## config.mk

```make
export PLATFORM = sky130hd
export DESIGN_NAME = sysid_check_master
export DESIGN_NICKNAME = d
export VERILOG_FILES = /design/src/rtl/sysid_check_master.sv
export SDC_FILE = /design/constraint.sdc
export NUM_CORES = 1
export LEC_CHECK = 0
export CORE_ASPECT_RATIO = 1.2
export CORE_MARGIN = 2
export CORE_UTILIZATION = 30
export CTS_CLUSTER_SIZE = 16
export DETAILED_ROUTE_END_ITERATION = 10
export DONT_BUFFER_PORTS = 1
export SKIP_LAST_GASP = 1
export SLEW_MARGIN = 10
export SYNTH_ARGS = -nofsm -noshare
export SYNTH_HDL_FRONTEND = slang
export SYNTH_SLANG_ARGS = --single-unit
```

## constraint.sdc

```tcl
create_clock -name clock -period 2.45 [get_ports clock]
set_input_delay 0.3675 -clock clock [delete_from_list [all_inputs] [get_ports clock]]
set_output_delay 0.3675 -clock clock [all_outputs]
set_load 0.02 [all_outputs]
```

## src/rtl/sysid_check_master.sv

```systemverilog
// sysid_check_master: reads sysid ID and timestamp words over Avalon-MM and flags mismatch or timeout
// Ports: clock, reset (sync, active-high); start pulse; avm_* single-outstanding read master;
//        busy, done pulse, sticky id_ok/ts_ok/timed_out, captured id_value/ts_value.
module sysid_check_master #(
    parameter logic [31:0] EXPECTED_ID = 32'd0,
    parameter logic [31:0] EXPECTED_TS = 32'd1489607473,
    parameter logic [15:0] TIMEOUT     = 16'd1023,
    parameter bit          AUTO_START  = 1'b1
) (
    input  logic        clock,
    input  logic        reset,
    input  logic        start,
    output logic        avm_address,
    output logic        avm_read,
    input  logic        avm_waitrequest,
    input  logic [31:0] avm_readdata,
    input  logic        avm_readdatavalid,
    output logic        busy,
    output logic        done,
    output logic        id_ok,
    output logic        ts_ok,
    output logic        timed_out,
    output logic [31:0] id_value,
    output logic [31:0] ts_value
);
    typedef enum logic [2:0] {IDLE, CMD_ID, RSP_ID, CMD_TS, RSP_TS, FIN} state_t;
    state_t state, nxt;
    logic [15:0] cnt;
    logic auto_pend, cmd, rsp, ts, acc, got, expire;
    always_comb begin
        cmd = state == CMD_ID || state == CMD_TS;
        rsp = state == RSP_ID || state == RSP_TS;
        ts = state == CMD_TS || state == RSP_TS;
        acc = cmd && !avm_waitrequest;
        // data in the accept cycle counts; data beats a coincident timeout
        got = (rsp || acc) && avm_readdatavalid;
        expire = (cmd || rsp) && !got && cnt == TIMEOUT;
        nxt = state == IDLE ? ((start || auto_pend) ? CMD_ID : IDLE) :
              state == FIN  ? IDLE :
              got           ? (ts ? FIN : CMD_TS) :
              expire        ? FIN :
              acc           ? (ts ? RSP_TS : RSP_ID) : state;
    end
    assign busy = state != IDLE && state != FIN;
    assign done = state == FIN;
    always_ff @(posedge clock) begin
        if (reset) begin
            state <= IDLE;
            cnt <= 16'd0;
            auto_pend <= AUTO_START;
            avm_read <= 1'b0;
            avm_address <= 1'b0;
            id_ok <= 1'b0;
            ts_ok <= 1'b0;
            timed_out <= 1'b0;
            id_value <= 32'd0;
            ts_value <= 32'd0;
        end else begin
            state <= nxt;
            auto_pend <= auto_pend && state != IDLE;
            avm_read <= nxt == CMD_ID || nxt == CMD_TS;
            avm_address <= nxt == CMD_TS || nxt == RSP_TS;
            cnt <= (nxt != state && (nxt == CMD_ID || nxt == CMD_TS)) ? 16'd0 :
                   (cmd || rsp) ? cnt + 16'd1 : cnt;
            if (state == IDLE && nxt == CMD_ID) begin
                id_ok <= 1'b0;
                ts_ok <= 1'b0;
                timed_out <= 1'b0;
                id_value <= 32'd0;
                ts_value <= 32'd0;
            end
            if (got && !ts) begin
                id_value <= avm_readdata;
                id_ok <= avm_readdata == EXPECTED_ID;
            end
            if (got && ts) begin
                ts_value <= avm_readdata;
                ts_ok <= avm_readdata == EXPECTED_TS;
            end
            if (expire)
                timed_out <= 1'b1;
        end
    end
endmodule

```

# After elaboration in Yosys (flattened, before gate mapping)
# Index checks and enable logic that the tools add are counted.
dict set report totals {
  reg_bits 89
  in_bits 37
  out_inout_bits 71
}
dict set report op_classes {
  n_eq_ne 12
  n_mux 15
  reduce_logical 28
  n_addsub 1
}
# operator count
set op_table {}
lappend op_table {{2-to-1 mux 32 bit} 3}
lappend op_table {{equality test 32 x 31 -> 1 bit (second input constant)} 1}
lappend op_table {{logical NOT 32 bit} 1}
lappend op_table {{2-to-1 mux 3 bit} 7}
lappend op_table {{adder 16 x 1 -> 16 bit (second input constant)} 1}
lappend op_table {{equality test 16 x 10 -> 1 bit (second input constant)} 1}
lappend op_table {{logical AND 1 bit} 10}
lappend op_table {{equality test 3 x 2 -> 1 bit (second input constant)} 3}
lappend op_table {{equality test 3 bit (second input constant)} 3}
lappend op_table {{logical OR 1 bit} 8}
lappend op_table {{equality test 3 x 1 -> 1 bit (second input constant)} 2}
lappend op_table {{nonzero test 2 bit} 3}
lappend op_table {{2-to-1 mux 1 bit} 5}
lappend op_table {{logical NOT 1 bit} 3}
lappend op_table {{logical NOT 3 bit} 1}
lappend op_table {{inequality test 3 bit} 1}
lappend op_table {{inequality test 3 bit (second input constant)} 1}
lappend op_table {{nonzero test 3 bit} 1}
lappend op_table {{OR reduction 2 bit} 1}

# Depth between registers and ports, before layout
dict set report logic_depth {
  depth_word 16
  depth_mapped 7
  ltp_nobuf 6
}

# Least setup slack after synthesis
# Ideal clock, no wire load.
dict set report synth_timing {
  kind {register to register}
  from {register state[2]}
  to {register id_value[10]}
  n_path_buf 1
  t_arrival_ps 1788
  setup_slack_ps 545
  path_stages_with_launch 7
  path_cell_list {dfxtp_1 -> or3_4 -> o21bai_4 -> a2111oi_4 -> nor3_2 -> buf_6 -> a22o_1}
}
dict set report synth_between {
  elab_chain_len 15
  word_cells_on_any_way 29
  cone_classes {eq/ne: 6; mux: 8; reduce/logical: 15}
}
# element line_no
set synth_rtl {}
lappend synth_rtl {{from (decl)} 27} ;# state_t state, nxt;
lappend synth_rtl {{from (signal assigned)} 59} ;# state <= nxt;
lappend synth_rtl {{equality test 3 x 1 -> 1 bit / equality test 3 x 2 -> 1 bit (equally long branches)} {31, 33}}
lappend synth_rtl {{logical OR 1 bit} 31} ;# cmd = state == CMD_ID || state == CMD_TS;
lappend synth_rtl {{logical AND 1 bit} 34} ;# acc = cmd && !avm_waitrequest;
lappend synth_rtl {{logical OR 1 bit} 36} ;# got = (rsp || acc) && avm_readdatavalid;
lappend synth_rtl {{logical AND 1 bit} 36}
lappend synth_rtl {{logical NOT 1 bit} 37} ;# expire = (cmd || rsp) && !got && cnt == TIMEOUT;
lappend synth_rtl {{logical AND 1 bit (2 in series)} 37}
lappend synth_rtl {{2-to-1 mux 3 bit} 41} ;# expire ? FIN :
lappend synth_rtl {{2-to-1 mux 3 bit} 40} ;# got ? (ts ? FIN : CMD_TS) :
lappend synth_rtl {{2-to-1 mux 3 bit} 39} ;# state == FIN ? IDLE :
lappend synth_rtl {{2-to-1 mux 3 bit} 38} ;# nxt = state == IDLE ? ((start || auto_pend) ? CMD_ID : IDLE) :
lappend synth_rtl {{equality test 3 x 1 -> 1 bit} 65} ;# if (state == IDLE && nxt == CMD_ID) begin
lappend synth_rtl {{logical AND 1 bit} 65}
lappend synth_rtl {{nonzero test 2 bit (no line)} -}
lappend synth_rtl {{to (signal assigned)} 73} ;# id_value <= avm_readdata;
lappend synth_rtl {{to (decl)} 23} ;# output logic [31:0] id_value,
# Several ways; a longest one is shown, not always the timed one.
# A chain may end at the register's enable or synchronous reset.

# Worst setup path after layout
dict set report layout_timing {
  from {register state[2]}
  to {register cnt[0]}
}
dict set report layout_between {
  elab_chain_len 16
  word_cells_on_any_way 29
  cone_classes {eq/ne: 8; mux: 7; reduce/logical: 14}
}
# element line_no
set layout_rtl {}
lappend layout_rtl {{equality test 3 x 1 -> 1 bit / equality test 3 x 2 -> 1 bit (equally long branches)} {31, 33}}
lappend layout_rtl {{logical OR 1 bit} 31}
lappend layout_rtl {{logical AND 1 bit} 34}
lappend layout_rtl {{logical OR 1 bit} 36}
lappend layout_rtl {{logical AND 1 bit} 36}
lappend layout_rtl {{logical NOT 1 bit} 37}
lappend layout_rtl {{logical AND 1 bit (2 in series)} 37}
lappend layout_rtl {{2-to-1 mux 3 bit} 41}
lappend layout_rtl {{2-to-1 mux 3 bit} 40}
lappend layout_rtl {{2-to-1 mux 3 bit} 39}
lappend layout_rtl {{2-to-1 mux 3 bit} 38}
lappend layout_rtl {{equality test 3 x 1 -> 1 bit / equality test 3 x 2 -> 1 bit (equally long branches)} 63} ;# cnt <= (nxt != state && (nxt == CMD_ID || nxt == CMD_TS)) ? 16'd0 :
lappend layout_rtl {{logical OR 1 bit} 63}
lappend layout_rtl {{logical AND 1 bit} 63}
lappend layout_rtl {{OR reduction 2 bit (no line)} -}
lappend layout_rtl {{to (signal assigned)} 63}
lappend layout_rtl {{to (decl)} 28} ;# logic [15:0] cnt;
# Several ways; a longest one is shown, not always the timed one.

==> metrics.csv <==
stage;metric;value;unit
run_status;result of the run;completed;
power;Internal;2.54;mW
grt;first-pass GRT wire length;14900;µm
cells_and_area;Final Instance Count excl. Fillers;540;
sta;number of slew-limit violations in the final report;0;
floorplan;starting utilization of the core area;30.6;%
sta;Hold Worst Slack;0.0962;ns
cts;TritonCTS clock tree;yes;
placement;Post-DP Area;3650;µm²
sta;setup repair after global routing missed its margin;false;
cts;CTS Hold Buffers Added;0;
power;share of total power consumed by net switching;29.3;%
cells_and_area;commonest non-fill, non-tap cells in the layout;sky130_fd_sc_hd__dfxtp_1, sky130_fd_sc_hd__nand3_1, sky130_fd_sc_hd__nand2_1, sky130_fd_sc_hd__a21oi_1, sky130_fd_sc_hd__a22o_1;
worst_setup_path;Setup crit end kind;flip-flop;
sta;Max Fclk;480;MHz
worst_setup_path;length in cells of the worst reg-to-reg path;5;
grt;Total Routing Usage GR;15.7;%
power;total power;3.59;mW
placement;sum of net half-perimeters after detailed placement;7090;µm
routing;drt first-iter violations;114;
floorplan;core region area;11500;µm²
floorplan;Total Die Area;12600;µm²
routing;total detailed-routing wirelength;10000;µm
flow_run;count of max-cap constraint violations;0;
cts;clock transition at the registers of the reported paths;0.06;ns
sta;remaining max-slew budget at the tightest pin;61.9;%
sta;Setup violations, final;0;
sta;minimum period implied by the final worst setup slack;2.08;ns
placement;RePlAce Congestion;0.832;
cells_and_area;utilization after layout;34.5;%
power;Psw;1.05;mW
grt;vias in the first global route;2687;
placement;Placement Setup Slack;0.391;ns
cts;H-tree depth;3;
synthesis;register area share after synthesis;50.8;%
cells_and_area;share of cells above drive strength 1;7.57;%
synthesis;syn_area_per_cell;9.11;µm²
routing;total DRC errors in the routed layout;0;
cells_and_area;Antenna diodes;0;
worst_setup_path;largest fanout on the critical path;16;
sta;crit share post-route;85.1;%
cells_and_area;Synth-to-Final Area Change;12.7;%
grt;initial antenna violation count;0;
cells_and_area;most common library cell in the layout ignoring fill and taps;sky130_fd_sc_hd__dfxtp_1;
floorplan;die outline width;103;µm
synthesis;asr flop ratio synth;0;%
power;part of the power in combinational logic;15.6;%
routing;Routed WL per cell;18.6;µm
routing;overall via count from detail_route;2868;
worst_setup_path;kind of start point of the critical path;flip-flop;
placement;number of placed cells counting well taps;524;
cts;CTS root buf;sky130_fd_sc_hd__clkbuf_16;
worst_setup_path;arrival time at the worst endpoint;2.28;ns
cts;Post-CTS Repair Setup Buffers;0;
synthesis;proportion of netlist area held by the largest area contributor;50.8;%
synthesis;top flip-flop cell by instance count after synthesis;sky130_fd_sc_hd__dfxtp_1;
routing;Final ANT Viol Nets;0;
synthesis;Area contributors post-synth;sky130_fd_sc_hd__dfxtp_1, sky130_fd_sc_hd__a22o_1, sky130_fd_sc_hd__nand3_1;
synthesis;post-synthesis instance total;385;
worst_setup_path;startpoint of the worst setup timing path;state[2];
floorplan;standard-cell row count;43;
grt;pin count of the biggest net entering global routing;44;
synthesis;count of cell types in the netlist;40;
floorplan;number of top-level design ports;108;
placement;PortBufs;0;
power;largest vdd supply drop;0.386;mV
cells_and_area;final instance area;3950;µm²
power;clock power share;38.2;%
worst_setup_path;required time at the endpoint of the critical path;2.65;ns
sta;Sum Neg Setup Slack;0;ns
synthesis;Syn Nets;423;
cells_and_area;nets;416;
power;share of total power in sequential cells;46.1;%
power;leakage component of the power;1.34;nW
synthesis;cell type contributing the most total cell area after synthesis;sky130_fd_sc_hd__dfxtp_1;
worst_setup_path;worst flop-to-flop path endpoint;cnt[0];
power;pwr/cell area;908;nW/µm²
routing;Pre-antenna DRT Iters;4;
cts;number of cells upsized or downsized after cts;0;
worst_setup_path;endpoint of the worst setup timing path;cnt[0];
worst_setup_path;type of the worst setup path;flip-flop to flip-flop;
grt;total gr overflow;0;
cts;buffer depth of the longest clock path;2;
synthesis;YS warnings;0;
worst_hold_path;HP Class;input pin to flip-flop;
cts;clock tree sinks;89;
cells_and_area;FILL cells;1132;
sta;hold violation count in the final report;0;
sta;Worst Max-Slew Pin Slew;0.572;ns
sta;fin worst setup slack;0.365;ns
synthesis;post-synth design cell area;3510;µm²
worst_setup_path;FF-to-FF Start;state[2];
routing;DR vias/cell;5.31;
floorplan;Vert. Die Dim;122;µm
cts;clock latency at the later pin of the worst-skew pair;0.34;ns
synthesis;Synth Register Bits;89;
sta;maximum clock skew at final layout;0.00664;ns
synthesis;Post-synth EDFFs;0;
worst_setup_path;reg-to-reg setup timing slack;0.37;ns
cts;total clock buffers created by CTS;9;
==> power by group through the flow <==
stage | Sequential, mW | Clock [mW] | Combinational (mW)
final | 1.66 | 1.37 | 0.561
after global routing | 1.67 | 1.47 | 0.607
after CTS | 1.66 | 1.40 | 0.561
after detailed placement | 1.69 | 0 | 0.562
after global placement | 1.69 | 0 | 0.540
after floorplan | 1.68 | 0 | 0.449
==> synth_stat cells (2+ instances only) <==
library cell               count
sky130_fd_sc_hd__a22o_1       32
sky130_fd_sc_hd__and3_1        7
sky130_fd_sc_hd__nand3_1      45
sky130_fd_sc_hd__and4_1        3
sky130_fd_sc_hd__xnor2_1      10
sky130_fd_sc_hd__buf_6         3
sky130_fd_sc_hd__o21ai_0       4
sky130_fd_sc_hd__nand2_1      41
sky130_fd_sc_hd__clkbuf_1     22
sky130_fd_sc_hd__a21oi_1      39
sky130_fd_sc_hd__nand2b_1      5
sky130_fd_sc_hd__nor4_1        8
sky130_fd_sc_hd__nor3b_1       2
sky130_fd_sc_hd__dfxtp_1      89
sky130_fd_sc_hd__nor3_1        8
sky130_fd_sc_hd__nor2_1       24
sky130_fd_sc_hd__inv_1         3
sky130_fd_sc_hd__nand4_1       7
sky130_fd_sc_hd__buf_2         2
sky130_fd_sc_hd__xor2_1        7
sky130_fd_sc_hd__o22ai_1       3
sky130_fd_sc_hd__and3b_1       2
sky130_fd_sc_hd__a211oi_1      2
==> sequential cells by signal (all words and copies together), names as in the netlist <==
name         cells
avm_address      1
timed_out        1
ts_ok            1
state            3
auto_pend        1
avm_read         1
id_value        32
ts_value        32
id_ok            1
cnt             16
==> metal layers <==
metal / up-vias / GRT usage, % / share of wire (%)
li1: 1373 / - / -
met1: 1366 / 16.6 / 39
met2: 116 / 26.8 / 48
met3: 13 / 7.63 / 11
met4: 0 / 5.58 / 1.7
met5: - / 0 / 0
==> worst min path at each step <==
stage	from	endpoint	cells after the start
after floorplan	cnt[8]	cnt[8]	2
after global placement	reset	ts_value[6]	1
after detailed placement	reset	ts_value[6]	1
after CTS	reset	state[2]	1
after global routing	reset	state[2]	1
final	reset	state[2]	1
==> kinds of logic (layout without fill, tap and decap cells) <==
family	count (synthesis)	in the layout	share of synthesized area, %
adder cells (fa/ha/maj)	1	1	0.357
flip-flops	89	89	50.8
multiplexers	1	1	0.286
AO/OA/AOI/OAI	88	88	17.7
XOR/XNOR	17	17	4.25
AND/OR/NAND/NOR	158	158	22.4
buffers and inverters	31	29	4.14
==> cell type report <==
| class | instances | area [µm²] | share of cell area [%] |
|---|---|---|---|
| tap | 157 | 196 | 4.97 |
| timing repair buffer | 10 | 75.1 | 1.90 |
| clock buffer | 12 | 246 | 6.24 |
| multi-input combinational | 265 | 1590 | 40.2 |
| inverter | 3 | 11.3 | 0.285 |
| sequential | 89 | 1780 | 45.1 |
| clock inverter | 4 | 52.6 | 1.33 |
==> critical path: stages, from the launching register on <==
cell	delay [ns]
sky130_fd_sc_hd__dfxtp_1	0.31
sky130_fd_sc_hd__or3_4	0.41
sky130_fd_sc_hd__o21bai_4	0.20
sky130_fd_sc_hd__a2111oi_4	0.38
sky130_fd_sc_hd__or3_1	0.54
sky130_fd_sc_hd__nor2_1	0.11
No activity file was read; power rests on OpenSTA's default activity.
